[src/rtl/sync_arb.sv]
// Round-robin arbiter driving the 4-phase v/ack channel of sync_multi; grant registered one edge after req.
// No timeout: the channel holds in SEND/REL until ch_ack moves, and requesters wait for done.
module sync_arb #(
   parameter int DATA_WIDTH = 8,
   parameter int N_REQ      = 4,
   parameter int ID_W       = 3
) (
   input  logic                        clk1,
   input  logic                        reset,
   input  logic [N_REQ-1:0]            req,
   input  logic [N_REQ*DATA_WIDTH-1:0] req_data,
   output logic [N_REQ-1:0]            done,
   output logic [DATA_WIDTH-1:0]       ch_data,
   output logic                        ch_v,
   input  logic                        ch_ack,
   output logic                        busy,
   output logic [ID_W-1:0]             gnt_id,
   output logic [15:0]                 xfer_cnt
);

   typedef enum logic [1:0] {IDLE, SEND, REL} state_t;

   state_t                  state, state_nxt;
   logic [ID_W-1:0]         ptr, ptr_nxt;
   logic                    ch_v_nxt;
   logic [DATA_WIDTH-1:0]   ch_data_nxt;
   logic [N_REQ-1:0]        done_nxt;
   logic                    busy_nxt;
   logic [ID_W-1:0]         gnt_id_nxt;
   logic [15:0]             xfer_cnt_nxt;

   logic [2*N_REQ-1:0]      req_rot;
   logic                    win_vld;
   int                      win_off;
   int                      win_sum;
   logic [ID_W-1:0]         win_id;
   logic [DATA_WIDTH-1:0]   win_dat;

   // Rotate requests so bit 0 is the pointer position; lowest set bit wins.
   always_comb begin
      req_rot = {req, req} >> ptr;
      win_vld = |req;
      win_off = 0;
      for (int i = N_REQ - 1; i >= 0; i--) begin
         if (req_rot[i]) win_off = i;
      end
      win_sum = win_off + int'(ptr);
      if (win_sum >= N_REQ) win_sum = win_sum - N_REQ;
      win_id  = ID_W'(win_sum);
      win_dat = '0;
      for (int i = 0; i < N_REQ; i++) begin
         if (ID_W'(i) == win_id) win_dat = req_data[i*DATA_WIDTH +: DATA_WIDTH];
      end
   end

   always_comb begin
      state_nxt    = state;
      ptr_nxt      = ptr;
      ch_v_nxt     = ch_v;
      ch_data_nxt  = ch_data;
      done_nxt     = '0;
      busy_nxt     = busy;
      gnt_id_nxt   = gnt_id;
      xfer_cnt_nxt = xfer_cnt;
      case (state)
         IDLE: begin
            if (win_vld) begin
               ch_data_nxt = win_dat;
               gnt_id_nxt  = win_id;
               ch_v_nxt    = 1'b1;
               busy_nxt    = 1'b1;
               state_nxt   = SEND;
            end
         end
         SEND: begin
            if (ch_ack) begin
               ch_v_nxt  = 1'b0;
               done_nxt  = N_REQ'(1) << gnt_id;
               state_nxt = REL;
            end
         end
         REL: begin
            // Pointer advances only once the handshake fully closes.
            if (!ch_ack) begin
               ptr_nxt      = (gnt_id == ID_W'(N_REQ - 1)) ? '0 : gnt_id + ID_W'(1);
               xfer_cnt_nxt = xfer_cnt + 16'd1;
               busy_nxt     = 1'b0;
               state_nxt    = IDLE;
            end
         end
         default: state_nxt = IDLE;
      endcase
   end

   always_ff @(posedge clk1 or negedge reset) begin
      if (!reset) begin
         state    <= IDLE;
         ptr      <= '0;
         ch_v     <= 1'b0;
         ch_data  <= '0;
         done     <= '0;
         busy     <= 1'b0;
         gnt_id   <= '0;
         xfer_cnt <= '0;
      end else begin
         state    <= state_nxt;
         ptr      <= ptr_nxt;
         ch_v     <= ch_v_nxt;
         ch_data  <= ch_data_nxt;
         done     <= done_nxt;
         busy     <= busy_nxt;
         gnt_id   <= gnt_id_nxt;
         xfer_cnt <= xfer_cnt_nxt;
      end
   end

endmodule
[config.mk]
export PLATFORM = sky130hd
export DESIGN_NAME = sync_arb
export DESIGN_NICKNAME = d
export VERILOG_FILES = /design/src/rtl/sync_arb.sv
export SDC_FILE = /design/constraint.sdc
export NUM_CORES = 1
export LEC_CHECK = 0
export ABC_AREA = 1
export BUFFER_PORTS_ARGS = -buffer_cell sky130_fd_sc_hd__buf_2
export CORE_ASPECT_RATIO = 0.9
export CORE_MARGIN = 5
export CORE_UTILIZATION = 51
export CTS_CLUSTER_SIZE = 25
export DETAILED_ROUTE_END_ITERATION = 10
export HOLD_SLACK_MARGIN = 0.06
export PLACE_DENSITY = 0.85
export SETUP_SLACK_MARGIN = 0.1
export SLEW_MARGIN = 20
export SYNTH_ARGS = -nofsm -noshare
export SYNTH_HDL_FRONTEND = slang
export SYNTH_SLANG_ARGS = --single-unit
[constraint.sdc]
create_clock -name clk1 -period 2.9 [get_ports clk1]
set_input_delay 0.725 -clock clk1 [delete_from_list [all_inputs] [get_ports clk1]]
set_output_delay 0.725 -clock clk1 [all_outputs]
set_load 0.02 [all_outputs]
======== After elaboration in Yosys (flattened, before gate mapping) ========
Cells that the tools add are included.
W data, S select, Z words.
storage, ports and cells
  register bits ........................... 38
cells by class
  $add $sub $neg .......................... 4
  order comparisons ....................... 1
  eq/ne operators ......................... 9
  shifts and indexed selects .............. 2
  mux-type cells .......................... 21
  bitwise logic cells ..................... 1
  reduce and logical (&&, ||, !) cells .... 10
operators by type and width
  kind                     count
  $mux W32                 2
  $add A32 B4 Y32          1
  $ge A32 B4 Y1 const B    1
  $mux W8                  4
  $add A16 B1 Y16 const B  1
  $mux W2                  5
  $reduce_and A3 Y1        3
  $mux W4                  2
  $shr A8 B3 Y4            1
  $eq A2 B3 Y1 const A     2
  $mux W3                  2
  $ne A2 B2 Y1 const B     3
  $pmux W2 S3              1
  $pmux W1 S2              2
  $reduce_and A2 Y1        2
  $reduce_bool A2 Y1       2
  $reduce_or A4 Y1         1
  $shl A1 B3 Y4 const A    1
  $add A3 B1 Y3 const B    1
  $eq A1 B3 Y1 const A     1
  $eq A3 B2 Y1 const B     1
  $logic_not A3 Y1         1
  $mux W1                  3
  $sub A3 B3 Y3 const B    1
  4 further kinds          4

======== Longest topological paths before layout ========
  depth in word-level cells ............... 13
  gate-level depth with buffers ........... 18
  depth with buffers taken out ............ 18

======== Worst setup path before layout ========
OpenSTA, ideal clock, no wires.
  path kind ............................... input -> register
  from .................................... in req[2]
  to ...................................... reg ch_data[4]
  library setup time ...................... 0.116 ns
  data arrival time ....................... 2.516 ns
  data required time ...................... 2.784 ns
  path slack .............................. 0.268 ns
  stages on the path ...................... 13
  cell sequence ........................... inv_1 o21ai_0 o21ai_0 a21boi_0 ha_1 inv_1 fa_1 nor2_2 nand2_1 nor2_1 nor2_2 nand2_1 nand2_1
on the way
  longest elaborated chain between the ends .. 13
RTL lines
  element                                         line  source
  start: declaration                              10    input logic [N_REQ-1:0] req,
  $shr A8 B3 Y4                                   41    req_rot = {req, req} >> ptr;
  $mux W2 (2 in a row)                            45    if (req_rot[i]) win_off = i;
  $mux W32 (2 in a row)                           45
  $add A32 B4 Y32                                 47    win_sum = win_off + int'(ptr);
  $ge A32 B4 Y1 or $sub A3 B3 Y3 (tied branches)  48    if (win_sum >= N_REQ) win_sum = win_sum - N_REQ;
  $mux W3                                         48
  $logic_not A3 Y1                                52    if (ID_W'(i) == win_id) win_dat = req_data[i*DATA_WIDTH +: DATA_WIDTH];
  $mux W8 (4 in a row)                            52
  end signal: assignment                          109   ch_data <= ch_data_nxt;
  end: declaration                                13    output logic [DATA_WIDTH-1:0] ch_data,
Several ways; a longest one is shown, not always the timed one.
A chain may end at the register's enable or synchronous reset.

======== Final worst setup path ========
  from .................................... in req[3]
  to ...................................... reg ch_data[1]
The elaborated chain is that of the path after synthesis.

==> results.py <==
metrics = {
    "critical_path": {
        "cp.required_ns": 3.10,
        "worstPathMaxFanout": 8,
        "worst_r2r_path_depth": 15,
        "worstSetupPathType": "in2reg",
        "start_kind": "input port",
        "worstSetupEndpointType": "register",
        "arrival_ns": 2.82,
    },
    "routing": {
        "vias": 2204,
        "postRouteAntennaNets": 0,
        "first_pass_iters": 5,
        "drcViolationCount": 0,
        "vias_per_cell": 4.92,
        "wire_per_inst_um": 11.6,
        "finalWirelength_um": 5190,
        "first_iter_violations": 116,
    },
    "sta": {
        "layout_min_cycle_time_ns": 2.61,
        "hold_viol_final": 0,
        "maxSlewViolCount": 0,
        "worstMarginPinSlew_ns": 0.803,
        "rsz0062_at_grt": "no",
        "relSlewSlack": 0.464,
        "fin_crit_sh": 0.901,
        "fin_worst_skew_ns": 0.00429,
        "hold-worst-slack_ns": 0.492,
        "fmax_mhz": 383,
        "final-setup-viol-count": 0,
        "tns_ns": 0,
    },
    "run_status": {
        "status": "complete, no violations",
    },
    "synth": {
        "synth_compound_area_frac": 0.0436,
        "ys_seq_area_frac": 0.419,
        "synth_area_leaders": "dfrtp_1 (42%), nand2_1 (13%), nand3_1 (11%), nor2_1 (7.8%), inv_1 (4.8%)",
        "synth_simple_gate_area_share": 0.380,
        "ys_types": 25,
        "yosys.area_share.xor_xnor": 0.0347,
        "post-synth-top-area-cell": "dfrtp_1",
        "synth_top_area_share": 0.419,
        "syn_area_per_cell_um2": 7.29,
        "synth_area_um2": 2270,
        "synth_top_family_by_area": "simple AND/OR/NAND/NOR gates",
        "ys.warnings.count": 0,
        "muxShareOfSynthArea": 0,
        "yosys.area_share.adder": 0.0474,
        "synthesis.nets": 358,
        "synth_cells": 311,
        "ys_ff_latch": 38,
    },
    "grt": {
        "grt_pass1_wl_um": 9150,
        "grt_use_total": 0.196,
        "gr-total-overflow": 0,
        "grt_pass1_vias": 2158,
        "grt_max_degree": 39,
        "grt_antenna_before_repair": 0,
    },
    "placement": {
        "gp_congestion": 0.909,
        "io_buffers": 71,
        "hpwl_um": 4120,
        "post_dp_cell_area_um2": 2710,
    },
    "floorplanning": {
        "num_rows": 23,
        "die_h_um": 73.3,
        "ios": 72,
        "fp.dieW_um": 80.3,
        "core-area_um2": 4370,
        "start_util": 0.519,
        "dieArea_um2": 5880,
    },
    "finish": {
        "drive_gt1_frac": 0.262,
        "multi_input_area_um2": 1160,
        "nFillCells": 398,
        "final_nets": 434,
        "register_area_um2": 952,
        "final_area_um2": 2810,
        "antenna_cells": 0,
        "area.growth.synth_to_final_pct": 23.7,
    },
    "clock_network": {
        "cts-root-buf": "clkbuf_8",
        "worstSkewPairLatency_ns": 0.28,
        "tritoncts": "built",
        "clock_sinks": 38,
        "cts.path.max_buffers": 2,
        "cts_setup_buffers": 0,
        "numCtsBuffers": 5,
        "cts_resized": 0,
        "cts_max_level": 2,
        "hold_buffers": 0,
        "path_clk_slew_ns": 0.06,
    },
    "pwr": {
        "leakage_nw": 1.46,
        "ir_drop_v": 0.000855,
        "power_density_nw_per_um2": 1100,
    },
    "min_path": {
        "holdCritPathClass": "reg2reg",
        "min_path_cells": 1,
    },
    "run": {
        "drv_cap": 0,
    },
}
[critical path, cell delays in order]
cell and delay [ns]:
buf_2 0.11, nand2_1 0.05, o21ai_0 0.10, nand2_1 0.08, nand2_1 0.07, inv_1 0.05
nand2_1 0.04, a21boi_0 0.15, ha_1 0.19, inv_1 0.06, fa_2 0.62, inv_2 0.08
nor2_4 0.18, nand3_1 0.10, nand2_1 0.06, nor2_1 0.04, nor2_1 0.10
[metrics by stage]
| step | utilization | power [mW] | cells | setup slack (ns) |
|---|---|---|---|---|
| after floorplan | - | 2.18 | 311 | 0.268 |
| after global routing | 0.642 | 3.40 | 448 | 0.106 |
| after detailed placement | 0.618 | 2.66 | 442 | -0.116 |
| final | 0.642 | 3.09 | 448 | 0.287 |
| after global placement | 0.618 | 2.60 | 442 | -0.0350 |
| after CTS | 0.637 | 3.01 | 448 | 0.180 |
[path summary, 6_finish.rpt]
check | from | to | slack [ns]
setup / recovery | req[3] | ch_data[1]$_DFFE_PN0P_ | 0.29
hold / removal | xfer_cnt[7]$_DFFE_PN0P_ | xfer_cnt[7]$_DFFE_PN0P_ | 0.49
setup reg to reg | ptr[1]$_DFFE_PN0P_ | ch_data[1]$_DFFE_PN0P_ | 0.32
hold reg to reg | xfer_cnt[7]$_DFFE_PN0P_ | xfer_cnt[7]$_DFFE_PN0P_ | 0.49
max in group asynchronous | reset | ptr[0]$_DFFE_PN0P_ | 1.82
min in group asynchronous | reset | done[0]$_DFF_PN0_ | 0.53
[cell usage in the layout, fill, tap and decap left out]
cell type / instances
a21boi_0: 1
a21oi_2: 1
buf_12: 1
buf_2: 71
buf_4: 3
clkbuf_8: 6
dfrtp_1: 37
dfrtp_2: 1
fa_2: 1
ha_1: 7
inv_1: 28
inv_2: 7
nand2_1: 81
nand2_2: 2
nand3_1: 52
nand3_4: 1
nand4_1: 5
nor2_1: 47
nor2_2: 3
nor2_4: 4
nor3_1: 1
o21ai_0: 7
o21ai_1: 8
o31ai_1: 1
or2_1: 1
xnor2_1: 4
xor2_1: 5
[sequential cells by signal, summed over array words and instances, names as in the netlist]
name      count
ch_data       8
ptr           3
busy          1
done          4
xfer_cnt     16
state         2
ch_v          1
gnt_id        3
[routing by layer]
metal | routed length, µm | global-route usage | share of wire | vias up
li1 | - | - | - | 1138
met1 | 2280 | 0.245 | 0.44 | 978
met2 | 2440 | 0.343 | 0.47 | 81
met3 | 421 | 0.0502 | 0.081 | 7
met4 | 53 | 0.0450 | 0.010 | 0
met5 | 0 | 0 | 0 | -
[final cells by class]
type                       instances  area share
timing repair buffer              75       0.142
tap                               62      0.0276
clock buffer                       6      0.0294
inverter                          35      0.0468
multi-input combinational        232       0.415
sequential                        38       0.339
[power by group]
group          leakage [nW]  switching, mW  internal [mW]
Clock                0.0431          0.161          0.183
Sequential            0.471          0.149          0.703
Combinational         0.945           1.20          0.697
[synth_stat cells]
library cell  count
nand2_2           2
nor2_4            1
nand3_1          52
nand4_1           5
dfrtp_1          38
buf_4             1
or2_1             1
fa_1              1
nand2_1          81
nor2_2            6
inv_1            29
nor2_1           47
nor3_1            1
o21ai_1           7
xnor2_1           4
buf_2             4
a21oi_2           1
ha_1              7
inv_2             6
buf_6             1
o21ai_0           8
o31ai_1           1
a21boi_0          1
nand3_4           1
xor2_1            5
[cell families (layout without fill, tap and decap cells)]
kind of cell / Yosys count / in the layout
buf+inv: 41 / 116
fa+ha+maj: 8 / 8
flops: 38 / 38
compound gates: 18 / 18
simple gates: 197 / 197
xor+xnor: 9 / 9
(Power assumes the default switching activity.)
